==> config.mk <==
export PLATFORM = sky130hd
export DESIGN_NAME = sort_cmp_ctrl_flat
export DESIGN_NICKNAME = d
export VERILOG_FILES = /design/src/rtl/sort_cmp_if.sv /design/src/rtl/sort_cmp_ctrl.sv /design/src/flat_wrapper.sv
export SDC_FILE = /design/constraint.sdc
export NUM_CORES = 1
export LEC_CHECK = 0
export BUFFER_PORTS_ARGS = -buffer_cell sky130_fd_sc_hd__buf_2
export CORE_UTILIZATION = 55
export CTS_BUF_LIST = sky130_fd_sc_hd__clkbuf_8
export DETAILED_ROUTE_END_ITERATION = 16
export PLACE_DENSITY_LB_ADDON = 0.3
export SLEW_MARGIN = 15
export SYNTH_ARGS = -nofsm -noshare
export SYNTH_HDL_FRONTEND = slang
export SYNTH_SLANG_ARGS = --single-unit
==> constraint.sdc <==
create_clock -name clk -period 3 [get_ports clk]
set_input_delay 0.75 -clock clk [delete_from_list [all_inputs] [get_ports clk]]
set_output_delay 0.75 -clock clk [all_outputs]
set_load 0.01 [all_outputs]
==> src/rtl/sort_cmp_if.sv <==
// Valid/ready streams and status of the block sorter, grouped for the sorter ports.
// The master modport is the source/consumer side; the slave modport is the sorter.
interface sort_cmp_if #(
    parameter int WIDTH = 4
);
    logic             in_valid;
    logic [WIDTH-1:0] in_data;
    logic             in_ready;
    logic             out_valid;
    logic [WIDTH-1:0] out_data;
    logic             out_ready;
    logic             out_last;
    logic             busy;
    logic [5:0]       swap_cnt;

    modport master (
        output in_valid, in_data, out_ready,
        input  in_ready, out_valid, out_data, out_last, busy, swap_cnt
    );

    modport slave (
        input  in_valid, in_data, out_ready,
        output in_ready, out_valid, out_data, out_last, busy, swap_cnt
    );
endinterface

==> src/rtl/sort_cmp_ctrl.sv <==
// Block bubble sorter: loads DEPTH words, sorts them ascending with one shared comparator
// (one compare per cycle), then drains them. Define SORT_EARLY_EXIT_EN to stop after a swap-free pass.
module sort_cmp_ctrl #(
    parameter int WIDTH = 4,
    parameter int DEPTH = 4
) (
    input  logic       clk,
    input  logic       rst_n,
    sort_cmp_if.slave  bus
);
    localparam int            IW      = $clog2(DEPTH);
    localparam logic [IW-1:0] LASTIDX = IW'(DEPTH - 1);
    localparam logic [IW-1:0] LASTPOS = IW'(DEPTH - 2);

`ifdef SORT_EARLY_EXIT_EN
    localparam bit EARLY_EXIT = 1'b1;
`else
    localparam bit EARLY_EXIT = 1'b0;
`endif

    typedef enum logic [1:0] {ST_LOAD, ST_SORT, ST_DRAIN} state_t;

    state_t           r_state;
    state_t           w_next;
    logic [WIDTH-1:0] r_bank [DEPTH];
    logic [IW-1:0]    r_idx;
    logic [IW-1:0]    r_pass;
    logic [IW-1:0]    r_pos;
    logic             r_pass_swp;
    logic [5:0]       r_swap_cnt;

    logic [WIDTH-1:0] w_a;
    logic [WIDTH-1:0] w_b;
    logic             w_gt;
    logic             w_pass_end;
    logic             w_sort_done;
    logic             w_in_fire;
    logic             w_out_fire;

    // The single shared comparator always looks at the current adjacent pair.
    assign w_a         = r_bank[r_pos];
    assign w_b         = r_bank[r_pos + IW'(1)];
    assign w_gt        = (w_a > w_b);
    assign w_pass_end  = (r_pos == (LASTPOS - r_pass));
    assign w_sort_done = w_pass_end &&
                         ((r_pass == LASTPOS) || (EARLY_EXIT && !(r_pass_swp || w_gt)));
    assign w_in_fire   = (r_state == ST_LOAD) && bus.in_valid;
    assign w_out_fire  = (r_state == ST_DRAIN) && bus.out_ready;

    always_ff @(posedge clk or negedge rst_n) begin
        if (!rst_n) begin
            r_state <= ST_LOAD;
        end else begin
            r_state <= w_next;
        end
    end

    always_comb begin
        w_next        = r_state;
        bus.in_ready  = 1'b0;
        bus.out_valid = 1'b0;
        bus.out_last  = 1'b0;
        bus.busy      = 1'b0;
        bus.out_data  = r_bank[r_idx];
        bus.swap_cnt  = r_swap_cnt;
        case (r_state)
            ST_LOAD: begin
                bus.in_ready = 1'b1;
                if (bus.in_valid && (r_idx == LASTIDX)) w_next = ST_SORT;
            end
            ST_SORT: begin
                bus.busy = 1'b1;
                if (w_sort_done) w_next = ST_DRAIN;
            end
            ST_DRAIN: begin
                bus.busy      = 1'b1;
                bus.out_valid = 1'b1;
                bus.out_last  = (r_idx == LASTIDX);
                if (bus.out_ready && (r_idx == LASTIDX)) w_next = ST_LOAD;
            end
            default: w_next = ST_LOAD;
        endcase
    end

    always_ff @(posedge clk or negedge rst_n) begin
        if (!rst_n) begin
            for (int i = 0; i < DEPTH; i++) r_bank[i] <= '0;
            r_idx      <= '0;
            r_pass     <= '0;
            r_pos      <= '0;
            r_pass_swp <= 1'b0;
            r_swap_cnt <= '0;
        end else begin
            if (w_in_fire) begin
                r_bank[r_idx] <= bus.in_data;
                r_idx         <= (r_idx == LASTIDX) ? '0 : r_idx + IW'(1);
                r_pass        <= '0;
                r_pos         <= '0;
                r_pass_swp    <= 1'b0;
                if (r_idx == '0) r_swap_cnt <= '0;
            end
            if (r_state == ST_SORT) begin
                if (w_gt) begin
                    r_bank[r_pos]          <= w_b;
                    r_bank[r_pos + IW'(1)] <= w_a;
                    r_swap_cnt             <= r_swap_cnt + 6'd1;
                end
                // A pass ends at the shrinking boundary; the swap flag restarts per pass.
                if (w_pass_end) begin
                    r_pos      <= '0;
                    r_pass     <= w_sort_done ? '0 : r_pass + IW'(1);
                    r_pass_swp <= 1'b0;
                end else begin
                    r_pos      <= r_pos + IW'(1);
                    r_pass_swp <= r_pass_swp | w_gt;
                end
            end
            if (w_out_fire) begin
                r_idx <= (r_idx == LASTIDX) ? '0 : r_idx + IW'(1);
            end
        end
    end
endmodule

==> src/flat_wrapper.sv <==
// flat-port wrapper written by rule: the top's interface ports become plain ports
module sort_cmp_ctrl_flat 
#(
    parameter int WIDTH = 4,
    parameter int DEPTH = 4
)
  (clk, rst_n, bus_in_valid, bus_in_data, bus_out_ready, bus_in_ready, bus_out_valid, bus_out_data, bus_out_last, bus_busy, bus_swap_cnt);
  sort_cmp_if #(.WIDTH(WIDTH)) bus_i ();
  input  logic clk;
  input  logic rst_n;
  input wire logic [$bits(bus_i.in_valid)-1:0] bus_in_valid;
  input wire logic [$bits(bus_i.in_data)-1:0] bus_in_data;
  input wire logic [$bits(bus_i.out_ready)-1:0] bus_out_ready;
  output wire logic [$bits(bus_i.in_ready)-1:0] bus_in_ready;
  output wire logic [$bits(bus_i.out_valid)-1:0] bus_out_valid;
  output wire logic [$bits(bus_i.out_data)-1:0] bus_out_data;
  output wire logic [$bits(bus_i.out_last)-1:0] bus_out_last;
  output wire logic [$bits(bus_i.busy)-1:0] bus_busy;
  output wire logic [$bits(bus_i.swap_cnt)-1:0] bus_swap_cnt;
  assign bus_i.in_valid = bus_in_valid;
  assign bus_i.in_data = bus_in_data;
  assign bus_i.out_ready = bus_out_ready;
  assign bus_in_ready = bus_i.in_ready;
  assign bus_out_valid = bus_i.out_valid;
  assign bus_out_data = bus_i.out_data;
  assign bus_out_last = bus_i.out_last;
  assign bus_busy = bus_i.busy;
  assign bus_swap_cnt = bus_i.swap_cnt;
  sort_cmp_ctrl #(.WIDTH(WIDTH), .DEPTH(DEPTH)) u_core (.clk(clk), .rst_n(rst_n), .bus(bus_i));
endmodule
* After elaboration in Yosys (flattened, before gate mapping) *
Cells that the tools add are included.

word-level totals
  output and inout bits = 14
  bits of input ports = 8
  logic and storage cells = 89
  register bits after elaboration = 30

operators by class
  muxes and demuxes = 43
  $add $sub $neg = 5
  reduce and logical (&&, ||, !) cells = 14
  bitwise gates (word level) = 3
  equal/unequal tests = 8
  magnitude comparators = 7

operators by type and width
  operator             number
  $bwmux 16            3
  $mux 16              3
  $mux 4               9
  $mux 2               13
  $bmux 4 s2           3
  $demux 4 s2          3
  $mux 6               4
  $ge 3x3->1 const B   3
  $lt 3x1->1 const B   3
  $not 2->3            3
  $logic_and 1x1->1    8
  $add 2x1->2 const B  3
  $add 6x1->6 const B  1
  $eq 2x2->1 const B   3
  $pmux 2 s3           1
  $gt 4x4->1           1
  $logic_not 2->1      2
  $mux 1               4
  $ne 2x2->1 const B   2
  $reduce_bool 2->1    2
  $reduce_and 3->1     1
  $eq 2x1->1 const B   1
  $eq 2x2->1           1
  $ne 2x1->1 const B   1
  other kinds (2)      2

* Logic depth before layout (Yosys ltp) *
Gate-level depths: netlist of the first run.

  word-level depth = 11
  gate-level depth with buffers = 13
  depth with buffers taken out = 10

* Least setup slack after synthesis of the first run *
No wires, ideal clock.

  path type = register to register
  start point = reg u_core.r_pos[0]
  end point = reg u_core.r_bank[11] (netlist name)
  cell stages (with the launch flop) = 13
  data arrival time = 3.112 ns
  data required time = 2.854 ns
  library setup time = 0.146 ns
  buffers on the path = 3
  period minus slack after synthesis = 3.258 ns
  slack = -0.258 ns
  path through = dfrtp_1 buf_6 clkinv_1 ha_1 clkbuf_1 mux2_2 mux2i_1 ha_1 nor2b_1 o31a_1 o21ai_1 clkbuf_1 o22ai_1

on the way
  longest elaborated chain between the ends = 9
  elaborated cells on any way between the ends = 24
  classes of those cells = add/sub: 1; order compare: 5; mux: 14; bitwise: 2; reduce/logical: 2

ends and longest elaborated chain
  item                                                                RTL line              source
  start: declaration                                                  sort_cmp_ctrl.sv:28   logic [IW-1:0] r_pos;
  start signal: assignment                                            sort_cmp_ctrl.sv:114  r_pos <= r_pos + IW'(1);
  parallel branches: the longest is 7 deep, another holds $gt 4x4->1  --
  $mux 16 (*)                                                         sort_cmp_ctrl.sv:103  if (w_gt) begin
  $mux 16 (*)                                                         sort_cmp_ctrl.sv:102  if (r_state == ST_SORT) begin
  end signal: indexed assignment                                      sort_cmp_ctrl.sv:95   r_bank[r_idx] <= bus.in_data;
  end signal: indexed assignment                                      sort_cmp_ctrl.sv:104  r_bank[r_pos] <= w_b;
  end signal: indexed assignment                                      sort_cmp_ctrl.sv:105  r_bank[r_pos + IW'(1)] <= w_a;
  end: declaration                                                    sort_cmp_ctrl.sv:25   logic [WIDTH-1:0] r_bank [DEPTH];

Mark *: on every way between the ends. The select of a mux whose other input is x is not followed.
A chain may end at the register's enable or synchronous reset.

* Worst setup path after layout of the first run *
  start point = reg u_core.r_pos[0]
  end point = reg u_core.r_swap_cnt[2] (netlist: u_core.bus.swap_cnt[2])

on the way
  longest elaborated chain between the ends = 8
  elaborated cells on any way between the ends = 12
  classes of those cells = add/sub: 1; order compare: 1; mux: 8; bitwise: 2

ends and longest elaborated chain
  item                                        RTL line              source
  $add 2x1->2                                 sort_cmp_ctrl.sv:42   assign w_b = r_bank[r_pos + IW'(1)];
  $not 2->3 (implied by the code)             sort_cmp_ctrl.sv:42
  $bmux 4 s2                                  sort_cmp_ctrl.sv:42
  $mux 4 (implied by the code) (2 in series)  sort_cmp_ctrl.sv:42
  $gt 4x4->1 (*)                              sort_cmp_ctrl.sv:43   assign w_gt = (w_a > w_b);
  $mux 6 (*)                                  sort_cmp_ctrl.sv:103
  $mux 6 (*)                                  sort_cmp_ctrl.sv:102
  end signal: assignment                      sort_cmp_ctrl.sv:106  r_swap_cnt <= r_swap_cnt + 6'd1;
  end: declaration                            sort_cmp_ctrl.sv:30   logic [5:0] r_swap_cnt;

Every way passes the cells marked *; elsewhere a longest branch is shown, timed or not. The select of a mux whose other input is x is not followed.

==> metrics.txt, run 1 <==
Longest Clk Path Bufs=2; Slew Viols, Final=0; utilization after layout=65.25%; gr usage total=29.69%; setup_tns=0 ns; adder-cell share of the synthesized area=10.04%; share of cells above drive strength 1=23.83%; Async SR Flop Fraction=100.0%; Clock Latency Late Sink=0.28 ns; period utilization=91.54%; Slew Limit Headroom=54.84%; Final min period=2.746 ns; layout net count=284; RSZ-0062 raised after global routing=false; DP HPWL=4.400 mm; Reg2Reg Depth=10; Fin. Hold Viols=0; Via density=6.784; CTS buffer count=5; Simple-Gate Fraction of Synth Area=10.35%; 1st-iter DRT viols=266; H-tree levels=2; Post-Syn Area=2369 µm²; TritonCTS clock tree=built; Critical Path RT=3.20 ns; Worst Max-Slew Pin Slew=0.6775 ns; final worst slack=0.2538 ns; # Post-CTS Setup Buffers=0; critical path class=flip-flop to flip-flop; Die ar.=4573 µm²; Max Cap Violations=0; Critical Path End Type=flip-flop; vias=2076; area fraction in compound gates after synthesis=20.66%; root buffer cell=clkbuf_8; main combinational cell family by area after synthesis=multiplexers; CTS Hold Buffers Added=0; Die Wd=67.63 µm; Top FF cell, synth=dfrtp_1; CP arrival=2.94 ns; Seq/Total Area, Yosys=31.70%; syn_nets=259; core box area=4058 µm²; routability cong.=1.001; IO Pins=22; CTS resizes=0; r2r startpoint=u_core.r_pos[0]; max frequency=364.1 MHz; worst hold path type=primary input to asynchronous set/reset pin; status=finished, final reports clean; peak fanout along the critical path=6; Final setup viols=0; internal reg-to-reg setup slack=0.25 ns; Avg Cell Area, Syn=10.21 µm²; drt pass-1 iters=6; largest net degree at the start of global routing=31; dpl ws=0.1829 ns; Startpoint Class=flip-flop; area added between synthesis and finish=11.78%; Final Skew=0.01030 ns; Mapped Cells=232; remaining antenna violation count=0; RR Endpoint=u_core.bus.swap_cnt[2]; clk sinks=30; Clock Pin Slew Worst Setup and Hold Paths=0.07 ns; first-pass GRT wire length=9.818 mm; Ant. Diodes=0; Synth Area in XOR/XNOR=0.7396%; total gr overflow=0; Post-synth EDFFs=0; mux contribution to synthesized area=21.24%; yosys warns=0; synth unique cells=41; Port Buffer Count=21; Routed wire per std cell=19.33 µm; Initial Util=58.37%; DRT Wirelength=5.915 mm; Std-Cell Rows=23; fillcell total=311; #FFs+latches synth=30; vias in the first global route=1895; Die H=67.63 µm; Crit. Startpoint=u_core.r_pos[0]; initial antenna violation count=0; Residual DRC=0
==> critical path: stages (launching register included) <==
cell and delay (ns):
dfrtp_1 0.36, clkinv_2 0.06, ha_2 0.39, mux2_2 0.40, mux2i_1 0.16, ha_1 0.26, nor2b_1 0.15, o31ai_2 0.38
a31oi_1 0.15, buf_4 0.18, o221ai_1 0.18
==> logic make-up (layout without fill, tap and decap cells) <==
kind of cell             Yosys count  count (layout)
AND/OR/NAND/NOR                   49              49
adder cells (fa/ha/maj)           19              19
flip-flops                        30              30
XOR/XNOR                           2               2
AO/OA/AOI/OAI                     63              63
multiplexers                      39              39
buffers and inverters             30              54
==> synth_stat cells (5+ instances only) <==
| library cell | instances | area [µm²] |
|---|---|---|
| mux4_2 | 8 | 180.2 |
| mux2i_1 | 21 | 210.2 |
| nor2_1 | 11 | 41.29 |
| a222oi_1 | 16 | 160.2 |
| mux2_2 | 10 | 112.6 |
| o22ai_1 | 16 | 100.1 |
| dfrtp_1 | 30 | 750.7 |
| nand3_1 | 10 | 50.05 |
| inv_1 | 15 | 56.30 |
| nand2_1 | 11 | 41.29 |
| clkbuf_1 | 5 | 18.77 |
| nor3b_1 | 7 | 52.55 |
| ha_1 | 19 | 237.7 |
==> through the flow <==
step	area, µm²	std cells	hold slack (ns)
floorplan	2372	232	0.4544
global placement	2555	300	0.5193
detailed placement	2555	300	0.5279
CTS	2638	306	0.5204
global route	2648	306	0.5521
finish	2648	306	0.5002
==> layer usage <==
layer | wire length, µm | track usage (%) | vias up
li1 | - | - | 959
met1 | 2723 | 45.75 | 1025
met2 | 2678 | 42.08 | 83
met3 | 426 | 5.405 | 9
met4 | 87 | 7.979 | 0
met5 | 0 | 0 | -
==> flip-flops by register name, summed over array words and instances (netlist names) <==
| name | cells |
|---|---|
| u_core.r_pass | 2 |
| u_core.r_idx | 2 |
| u_core.r_state | 2 |
| u_core.r_bank | 16 |
| u_core.bus.swap_cnt | 6 |
| u_core.r_pos | 2 |
==> cell type report <==
cell class | instances | area (µm²) | share of cell area [%]
well taps | 50 | 62.56 | 2.363
inverters | 16 | 61.31 | 2.316
multi-input cells | 172 | 1499 | 56.62
repair buffers | 32 | 191.4 | 7.231
flip-flops and latches | 30 | 750.7 | 28.36
clock buffers | 6 | 82.58 | 3.119
==> layout by cell type (no fill, tap or decap), types with 2 or more instances in the layout <==
master / instances
dfrtp_1: 30
mux2i_1: 21
buf_2: 21
ha_1: 18
a222oi_1: 16
o22ai_1: 16
inv_1: 15
nor2_1: 11
nand2_1: 11
mux2_2: 10
nand3_1: 10
buf_4: 10
mux4_2: 8
nor3b_1: 7
clkbuf_8: 6
a211oi_1: 4
o211ai_1: 4
o21ai_0: 4
o221ai_1: 3
nand2b_1: 3
o21a_1: 2
and2_1: 2
a21oi_1: 2
o2111ai_1: 2
xnor2_1: 2
nor3_1: 2
==> how the worst max path moves through the flow <==
stage	endpoint	slack, ns	cells after the start
2_1_floorplan	u_core.bus.swap_cnt[1]	0.02	12
3_3_place_gp	u_core.bus.swap_cnt[4]	0.26	10
3_5_place_dp	u_core.bus.swap_cnt[4]	0.18	10
4_1_cts	u_core.bus.swap_cnt[1]	0.17	10
5_1_grt	u_core.r_bank[3]	0.01	10
6_report	u_core.bus.swap_cnt[2]	0.25	10
Power of run 1 is not shown: default switching activity piles up to over one toggle a cycle in this logic, so the estimate is an artifact.
==> run 2: changes to the inputs <==
Clock period 3 ns to 2.6 ns, I/O delays scaled along.
==> run 2 against run 1 <==
Compared with the run above: the run now ends with setup timing left; non-clock buffer count is 20 higher; global-route usage rose by 2.3 points; clock skew up 0.00066 ns; critical path type unchanged; critical endpoint is now u_core.bus.swap_cnt[3].
==> metrics.txt, run 2 (synthesized netlist as in run 1, its figures left out) <==
failing checks=setup timing; worst hold path type=primary input to asynchronous set/reset pin; period utilization=103.0% (+11 points); critical path class=flip-flop to flip-flop; Std-Cell Rows=23 (unchanged); Worst Max-Slew Pin Slew=0.6980 ns (+0.02051 ns); CP arrival=2.82 ns (-0.12 ns); Die ar.=4573 µm² (unchanged); dpl cell area=2718 µm² (+6.4%); total gr overflow=0 (unchanged); GR Util met1=42.05% (-3.7 points); status=finished, violations left; GR Layer Usage met3=6.588% (+1.2 points); core box area=4058 µm² (unchanged); Clock Pin Slew Worst Setup and Hold Paths=0.08 ns (about the same); Final setup viols=21 (+21); DRT Wirelength=6.811 mm (+15%); Final Skew=0.01096 ns (+0.0006592 ns); Critical Path End Type=flip-flop; max frequency=373.3 MHz (+2.5%); peak fanout along the critical path=7 (+1); fillcell total=300 (-3.5%); share of cells above drive strength 1=35.61% (+12 points); r2r startpoint=u_core.r_pos[0]; clk sinks=30 (unchanged); GRT Max-Usage Layer=met2; Slew Limit Headroom=53.47% (-1.4 points); gr usage total=31.97% (+2.3 points); Max Cap Violations=0 (unchanged); commonest non-fill, non-tap cell in the layout=dfrtp_1; Seq. cell area=752.0 µm² (+0.17%); Clock Latency Late Sink=0.29 ns (about the same); max reg flops=16 (unchanged); Die Wd=67.63 µm (unchanged); CTS buffer count=5 (unchanged); drt pass-1 iters=5 (-1); RSZ-0062 raised after global routing=true; remaining antenna violation count=0 (unchanged); dpl cells=316 (+5.3%); H-tree levels=2 (unchanged); CP peak stage delay=0.43 ns (+0.03 ns); Ant. Diodes=0 (unchanged); area added between synthesis and finish=25.62%; Crit-path slowest cell=dfrtp_2; Final min period=2.679 ns (-0.06729 ns); initial antenna violation count=0 (unchanged); Critical Path RT=2.74 ns (-0.46 ns); Reg2Reg Depth=12 (+2); Longest Clk Path Bufs=2 (unchanged); layout net count=304 (+7.0%); Fin. Hold Viols=0 (unchanged); fin area=2975 µm² (+12%); Residual DRC=0 (unchanged); Die H=67.63 µm (unchanged); hold slack=0.4017 ns (-0.09846 ns); internal reg-to-reg setup slack=-0.08 ns (-0.33 ns); first-pass GRT wire length=10.62 mm (+8.2%); Initial Util=58.37% (unchanged); most frequent cells in the layout=dfrtp_1, buf_4, buf_2, mux2i_1, ha_1; DP HPWL=4.517 mm (+2.7%); routability cong.=1.009 (+0.79%); root buffer cell=clkbuf_8; Port Buffer Count=21 (unchanged); Largest Register=u_core.r_bank; RR Endpoint=u_core.bus.swap_cnt[3]; vias=2213 (+6.6%); crit-path cells=clkinv_8 -> ha_4 -> buf_4 -> mux2_2 -> nor2_2 -> nor2_1 -> ha_1 -> nand4_1 -> and2_4 -> buf_4 -> o211ai_1 -> o221ai_1; setup_tns=-0.7054 ns (-0.7054 ns); met2 Use GR=49.75% (+7.7 points); Via density=6.747 (-0.55%); final std cells w/o fill=328 (+7.2%); Slew Viols, Final=0 (unchanged); 1st-iter DRT viols=294 (+11%); most frequent CP cell=buf_4; IO Pins=22 (unchanged); largest net degree at the start of global routing=31 (unchanged); TritonCTS clock tree=built; vias in the first global route=2164 (+14%); Startpoint Class=flip-flop; final worst slack=-0.07893 ns (-0.3327 ns); Routed wire per std cell=20.77 µm (+7.4%); multi-input logic area=1622 µm² (+8.2%)
run 2: cell types whose count changed in the layout (fill, tap and decap cells not counted), sizes merged:
cell	change
buf	+20
clkbuf	+2
run 2: layout make-up:
| type | instances | share of cell area, % |
|---|---|---|
| clock buffer | 8 | 3.701 |
| timing repair buffer | 52 | 11.98 |
| sequential | 30 | 25.27 |
| inverter | 16 | 2.439 |
| tap | 50 | 2.103 |
| multi-input combinational | 172 | 54.50 |
run 2: worst max path at each step:
stage                    start                endpoint  slack (ns)
5_1_grt        u_core.r_pos[0]  u_core.bus.swap_cnt[1]       -0.23
6_report       u_core.r_pos[0]  u_core.bus.swap_cnt[3]       -0.08
4_1_cts        u_core.r_pos[0]  u_core.bus.swap_cnt[1]      -0.009
3_5_place_dp   u_core.r_pos[0]  u_core.bus.swap_cnt[3]       -0.07
2_1_floorplan  u_core.r_pos[0]       u_core.r_bank[11]       -0.17
3_3_place_gp   u_core.r_pos[0]  u_core.bus.swap_cnt[4]       -0.03
run 2: critical path: cells and delay by family (launching register included):
family,cells,cell delay [ns]
compound gates,2,0.27
buf+inv,3,0.34
flops,1,0.43
simple gates,4,0.53
fa+ha+maj,2,0.62
mux,1,0.35
run 2: through the flow:
| stage | util [%] | worst slack (ns) |
|---|---|---|
| after global placement | 66.98 | -0.02858 |
| final | 73.33 | -0.07893 |
| after global routing | 73.33 | -0.2343 |
| after floorplan | - | -0.1658 |
| after detailed placement | 66.98 | -0.07339 |
| after CTS | 71.01 | -0.009332 |
run 2: layer usage:
metal / share of wire, % / vias to the layer above
li1: - / 1005
met1: 42 / 1083
met2: 48 / 109
met3: 8.0 / 16
met4: 2.0 / 0
met5: 0 / -
run 2: what timing repair did:
action,in CTS,in global routing
endpoints found under the setup margin,22,22
hold buffers,0,0
gates resized for setup,11,15
pin swaps,5,7
hold endpoints to repair,0,0
buffers inserted,1,3
Power of run 2 is left out for the same reason.
